File: config.mk
export PLATFORM = sky130hd
export DESIGN_NAME = pu_riscv_biu_arbiter
export DESIGN_NICKNAME = d
export VERILOG_FILES = /design/src/rtl/peripheral_biu_verilog_pkg.sv /design/src/rtl/pu_riscv_rr_picker.sv /design/src/rtl/pu_riscv_biu_arbiter.sv
export SDC_FILE = /design/constraint.sdc
export NUM_CORES = 1
export LEC_CHECK = 0
export BUFFER_PORTS_ARGS = -buffer_cell sky130_fd_sc_hd__buf_2
export CAP_MARGIN = 20
export CORE_MARGIN = 2
export CORE_UTILIZATION = 44
export CTS_CLUSTER_DIAMETER = 200
export DETAILED_ROUTE_END_ITERATION = 8
export GPL_TIMING_DRIVEN = 0
export PLACE_DENSITY = 0.77
export SLEW_MARGIN = 20
export SYNTH_ARGS = -nofsm -noshare
export SYNTH_HDL_FRONTEND = slang
export SYNTH_HIERARCHICAL = 1
export SYNTH_SLANG_ARGS = --single-unit
File: constraint.sdc
create_clock -name clk_i -period 2.1 [get_ports clk_i]
set_input_delay 0.315 -clock clk_i [delete_from_list [all_inputs] [get_ports clk_i]]
set_output_delay 0.315 -clock clk_i [all_outputs]
set_load 0.1 [all_outputs]
File: src/rtl/peripheral_biu_verilog_pkg.sv
// Shared definitions for the BIU arbiter: AHB HBURST codes, FSM states and
// the burst-type to beat-count mapping.
package peripheral_biu_verilog_pkg;

    localparam logic [2:0] SINGLE = 3'd0;
    localparam logic [2:0] INCR   = 3'd1;
    localparam logic [2:0] WRAP4  = 3'd2;
    localparam logic [2:0] INCR4  = 3'd3;
    localparam logic [2:0] WRAP8  = 3'd4;
    localparam logic [2:0] INCR8  = 3'd5;
    localparam logic [2:0] WRAP16 = 3'd6;
    localparam logic [2:0] INCR16 = 3'd7;

    typedef enum logic [1:0] {
        IDLE = 2'd0,
        ADDR = 2'd1,
        DATA = 2'd2
    } biu_arb_state_e;

    // Returns beats-1 so the counter can terminate on zero.
    function automatic logic [3:0] burst_beats_m1(input logic [2:0] hburst);
        logic [3:0] cnt;
        case (hburst)
            SINGLE, INCR:   cnt = 4'd0;
            WRAP4,  INCR4:  cnt = 4'd3;
            WRAP8,  INCR8:  cnt = 4'd7;
            default:        cnt = 4'd15;
        endcase
        return cnt;
    endfunction

endpackage

File: src/rtl/pu_riscv_rr_picker.sv
// Combinational round-robin picker: selects the first requester above 'last',
// wrapping to the lowest requester when none lies above it.
module pu_riscv_rr_picker #(
    parameter int PORTS = 2
) (
    input  logic [PORTS-1:0]         req,
    input  logic [$clog2(PORTS)-1:0] last,
    output logic [PORTS-1:0]         onehot,
    output logic [$clog2(PORTS)-1:0] idx
);

    localparam int SW = $clog2(PORTS);

    logic [PORTS-1:0]          above;
    logic [PORTS-1:0]          masked;
    logic [PORTS-1:0]          cand_vec;
    logic [SW-1:0][PORTS-1:0]  bit_mask;

    for (genvar gi = 0; gi < PORTS; gi++) begin : g_port
        assign above[gi] = (SW'(gi) > last);
        for (genvar bj = 0; bj < SW; bj++) begin : g_bit
            assign bit_mask[bj][gi] = 1'((gi >> bj) & 1);
        end
    end

    assign masked   = req & above;
    assign cand_vec = (|masked) ? masked : req;
    // Isolate the lowest set bit of the candidate vector.
    assign onehot   = cand_vec & (~cand_vec + PORTS'(1));

    for (genvar bj = 0; bj < SW; bj++) begin : g_idx
        assign idx[bj] = |(onehot & bit_mask[bj]);
    end

endmodule

File: src/rtl/pu_riscv_biu_arbiter.sv
// Round-robin arbiter sharing one BIU among PORTS requesters, with burst
// beat counting, lock retention and error abort.
module pu_riscv_biu_arbiter
    import peripheral_biu_verilog_pkg::*;
#(
    parameter int PORTS = 2
) (
    input  logic                     clk_i,
    input  logic                     rst_ni,
    input  logic [PORTS-1:0]         req_i,
    input  logic [PORTS-1:0][2:0]    type_i,
    input  logic [PORTS-1:0]         lock_i,
    output logic [PORTS-1:0]         req_ack_o,
    output logic [PORTS-1:0]         ack_o,
    output logic [PORTS-1:0]         err_o,
    output logic [PORTS-1:0]         gnt_o,
    output logic [$clog2(PORTS)-1:0] sel_o,
    output logic                     busy_o,
    output logic                     biu_req_o,
    input  logic                     biu_req_ack_i,
    input  logic                     biu_ack_i,
    input  logic                     biu_err_i
);

    localparam int SW = $clog2(PORTS);

    biu_arb_state_e   state_reg, state_next;
    logic [PORTS-1:0] gnt_reg, gnt_next;
    logic [SW-1:0]    sel_reg, sel_next;
    logic [SW-1:0]    last_reg, last_next;
    logic [3:0]       beat_cnt_reg, beat_cnt_next;

    logic [PORTS-1:0] pick_oh;
    logic [SW-1:0]    pick_idx;

    pu_riscv_rr_picker #(
        .PORTS (PORTS)
    ) u_picker (
        .req    (req_i),
        .last   (last_reg),
        .onehot (pick_oh),
        .idx    (pick_idx)
    );

    always_ff @(posedge clk_i or negedge rst_ni) begin
        if (!rst_ni) begin
            state_reg    <= IDLE;
            gnt_reg      <= '0;
            sel_reg      <= '0;
            last_reg     <= SW'(PORTS - 1);
            beat_cnt_reg <= 4'd0;
        end else begin
            state_reg    <= state_next;
            gnt_reg      <= gnt_next;
            sel_reg      <= sel_next;
            last_reg     <= last_next;
            beat_cnt_reg <= beat_cnt_next;
        end
    end

    always_comb begin
        state_next    = state_reg;
        gnt_next      = gnt_reg;
        sel_next      = sel_reg;
        last_next     = last_reg;
        beat_cnt_next = beat_cnt_reg;
        req_ack_o     = '0;
        ack_o         = '0;
        err_o         = '0;
        biu_req_o     = 1'b0;

        case (state_reg)
            IDLE: begin
                if (|req_i) begin
                    gnt_next   = pick_oh;
                    sel_next   = pick_idx;
                    state_next = ADDR;
                end
            end

            ADDR: begin
                biu_req_o = 1'b1;
                if (biu_err_i) begin
                    err_o      = gnt_reg;
                    last_next  = sel_reg;
                    gnt_next   = '0;
                    sel_next   = '0;
                    state_next = IDLE;
                end else if (biu_req_ack_i) begin
                    req_ack_o     = gnt_reg;
                    beat_cnt_next = burst_beats_m1(type_i[sel_reg]);
                    state_next    = DATA;
                end
            end

            DATA: begin
                if (biu_ack_i) begin
                    ack_o = gnt_reg;
                end
                // An error always terminates the burst; lock is not honoured.
                if (biu_err_i) begin
                    err_o      = gnt_reg;
                    last_next  = sel_reg;
                    gnt_next   = '0;
                    sel_next   = '0;
                    state_next = IDLE;
                end else if (biu_ack_i) begin
                    if (beat_cnt_reg == 4'd0) begin
                        if (lock_i[sel_reg] && req_i[sel_reg]) begin
                            state_next = ADDR;
                        end else begin
                            last_next  = sel_reg;
                            gnt_next   = '0;
                            sel_next   = '0;
                            state_next = IDLE;
                        end
                    end else begin
                        beat_cnt_next = beat_cnt_reg - 4'd1;
                    end
                end
            end

            default: begin
                state_next = IDLE;
                gnt_next   = '0;
                sel_next   = '0;
            end
        endcase
    end

    assign gnt_o  = gnt_reg;
    assign sel_o  = sel_reg;
    assign busy_o = (state_reg != IDLE);

endmodule

==> metrics.md <==
| Metric | Value |
|---|---|
| Reg clk slew, reported paths | `0.08 ns` |
| LEAKAGE | `0.530 nW` |
| Ant. Diodes | `0` |
| Die X | `46.8 µm` |
| Vias/cell | `5.45` |
| GP Congestion | `0.808` |
| RSZ-0062 raised after global routing | `false` |
| Total GRT Usage | `19.7%` |
| Worst hold path depth | `3` |
| Port bufs | `22` |
| Number of buffers created by CTS | `3` |
| Die ar. | `2190 µm²` |
| CTS Sinks | `10` |
| Syn Area/Cell | `9.04 µm²` |
| Row cnt | `15` |
| WP buf/inv | `2` |
| Post-synth ARST share | `100%` |
| Syn Std Cell Area | `805 µm²` |
| DR WL/cell | `13.3 µm` |
| Outcome | `complete, no violations` |
| Reg power frac | `22.6%` |
| Via count | `780` |
| Area growth syn-to-layout | `32.7%` |
| CP Cell Sequence | `inv_1 -> ha_1 -> and4bb_1 -> or4_4 -> buf_6 -> a221o_1` |
| CP Data Required Time | `2.25 ns` |
| Final hold vios | `0` |
| Switching power | `0.955 mW` |
| Sequential fraction of the synthesis area | `31.3%` |
| Max Clk Rate | `0.495 GHz` |
| Placed inst area | `967 µm²` |
| Worst-skew pair later-pin latency | `0.28 ns` |
| Residual DRC | `0` |
| 1st-iter DRT viols | `4` |
| Share of cells above drive strength 1 | `42.4%` |
| Global-route wire length before repair | `2980 µm` |
| Initial antenna violation count | `0` |
| Setup crit start kind | `flop` |
| Synth Flop Type | `dfrtp_1` |
| Vias in the first global route | `693` |
| Core Footprint | `1730 µm²` |
| Global route total overflow | `0` |
| Nets | `139` |
| EDFF count, synth | `0` |
| Seq cells post-synth | `10` |
| Mapped Cells | `89` |
| CP Class | `flop to flop` |
| Fin Clk Skew | `0.0134 ns` |
| Hold path endpoint | `state_reg[1]` |
| Slew margin rel. | `67.9%` |
| CTS tree | `built` |
| Switching Share | `54.8%` |
| Combinational share of power | `66.8%` |
| Yosys warning total | `6` |
| Max cap viols | `0` |
| Power share of the clock group | `10.6%` |
| DRT Pass-1 Iters | `3` |
| Hpwl dp | `1440 µm` |
| Die Y | `46.8 µm` |
| Max Slew Vio Count | `0` |
| Initial Util | `46.6%` |
| Crit path time final | `2.02 ns` |
| Tcrit/Tclk final | `96.1%` |
| Int Power | `0.787 mW` |
| Reg-to-reg startpoint | `beat_cnt_reg[0]` |
| CTS HTree Levels | `1` |
| Worst Min Path Start | `biu_req_ack_i` |
| Max incr delay on CP | `0.51 ns` |
| Syn nets | `109` |
| CP Data Arrival Time | `2.17 ns` |
| Synth cell types | `38` |
| CP Max Fanout | `8` |
| Antenna viol nets, final | `0` |
| Worst-case vdd ir drop | `0.884 mV` |
| Detailed Route WL | `1900 µm` |
| Slew at the pin closest to its max-slew limit | `0.485 ns` |
| Slowest cell on the critical path | `or4_4` |
| Final Power | `1.74 mW` |
| Reg2Reg Depth | `6` |
| # fillers | `153` |
| Reg2reg end | `beat_cnt_reg[3]` |
| Power Dens Cells | `1630 nW/µm²` |
| Max FFs per register | `4` |
| CTS Root Cell | `clkbuf_4` |
| CTS max path bufs | `2` |
| Final setup violation count | `0` |
| Top cell family by delay on the critical path | `simple AND/OR/NAND/NOR gates` |
| Io pins | `26` |
| Reg2Reg Setup Slack | `0.08 ns` |
| Hold Crit Class | `input port to flop` |
| CP endpoint kind | `flop` |
| Largest net degree at the start of global routing | `11` |
| Design area | `1070 µm²` |
## per-stage QoR
| stage | TNS, ns | utilization [%] | instances | hold slack (ns) | setup slack (ns) |
|---|---|---|---|---|---|
| floorplan | 0 | - | 89 | 0.0194 | 0.0929 |
| global placement | -0.00205 | 56.0 | 136 | 0.193 | -0.00162 |
| detailed placement | -0.0944 | 56.0 | 136 | 0.198 | -0.0391 |
| CTS | 0 | 59.9 | 141 | 0.377 | 0.0141 |
| global route | 0 | 61.8 | 143 | 0.429 | 0.00783 |
| finish | 0 | 61.8 | 143 | 0.381 | 0.0810 |
## synth_stat cells, drive strengths merged (3+ instances only)
cell   number  area, µm²
a21oi       5       25.0
o21ai       4       20.0
or4         3       27.5
and3        7       43.8
buf         3       23.8
a22o        3       26.3
ha          5       62.6
nor2        4       15.0
nand2       5       18.8
inv         6       22.5
dfrtp       9        225
nor2b       4       25.0
## placed cells by master (no fill, tap or decap), types with 4 or more instances in the layout
master / netlist / layout
nand2_1: 5 / 5
dfrtp_1: 9 / 7
buf_6: 1 / 4
clkbuf_4: 0 / 4
inv_1: 6 / 6
a21oi_1: 5 / 5
nor2_1: 4 / 4
buf_2: 1 / 19
and3_2: 0 / 6
o21ai_0: 4 / 4
## worst register-to-register path, stage by stage (launching register included)
cell and delay (ns):
dfrtp_1 0.40, inv_1 0.06, ha_1 0.24, and4bb_1 0.21, or4_4 0.51, buf_6 0.15, a221o_1 0.34
## per-layer routing
layer,global-route usage (%),wire length (µm)
met1,23.0,801
met5,0,0
met2,32.9,977
met4,8.33,34
met3,6.92,81
## cells by family after synthesis
group                    share of synthesized area [%]
adder cells (fa/ha/maj)                           7.78
AND/OR/NAND/NOR                                   26.9
multiplexers                                      5.29
AO/OA/AOI/OAI                                     21.9
buffers and inverters                             6.84
flip-flops                                        31.3
## cell type report
class,count,area [µm²],area share (%)
Inverter,6,22.5,2.11
Sequential cell,10,254,23.8
Timing Repair Buffer,25,164,15.4
Multi-Input combinational cell,68,523,49.0
Tap cell,25,31.3,2.93
Clock buffer,4,36.3,3.40
Buffer,5,36.3,3.40
## what timing repair did
action | in CTS | in global routing
pin swaps | 0 | 0
setup buffers | 0 | 2
endpoints found under the setup margin | 7 | 5
resized for setup | 9 | 5
hold buffers | 1 | 0
endpoints found under the hold margin | 9 | 0
## power groups by stage
stage	combinational [mW]	clock [mW]	sequential, mW
final	1.16	0.184	0.394
after global routing	1.26	0.196	0.406
after CTS	1.13	0.186	0.402
after detailed placement	1.11	0	0.403
after global placement	1.10	0	0.398
after floorplan	0.773	0	0.556
## how the worst max path moves through the flow
| stage | start | end | slack (ns) | cells past startpoint |
|---|---|---|---|---|
| 2_1_floorplan | sel_o | sel_o | 0.09 | 5 |
| 3_3_place_gp | state_reg[0] | ack_o[1] | -0.002 | 5 |
| 3_5_place_dp | state_reg[0] | beat_cnt_reg[3] | -0.04 | 6 |
| 4_1_cts | state_reg[1] | req_ack_o[0] | 0.01 | 5 |
| 5_1_grt | beat_cnt_reg[0] | beat_cnt_reg[3] | 0.008 | 6 |
| 6_report | beat_cnt_reg[0] | beat_cnt_reg[3] | 0.08 | 6 |
Power figures use the tool's default switching activity.
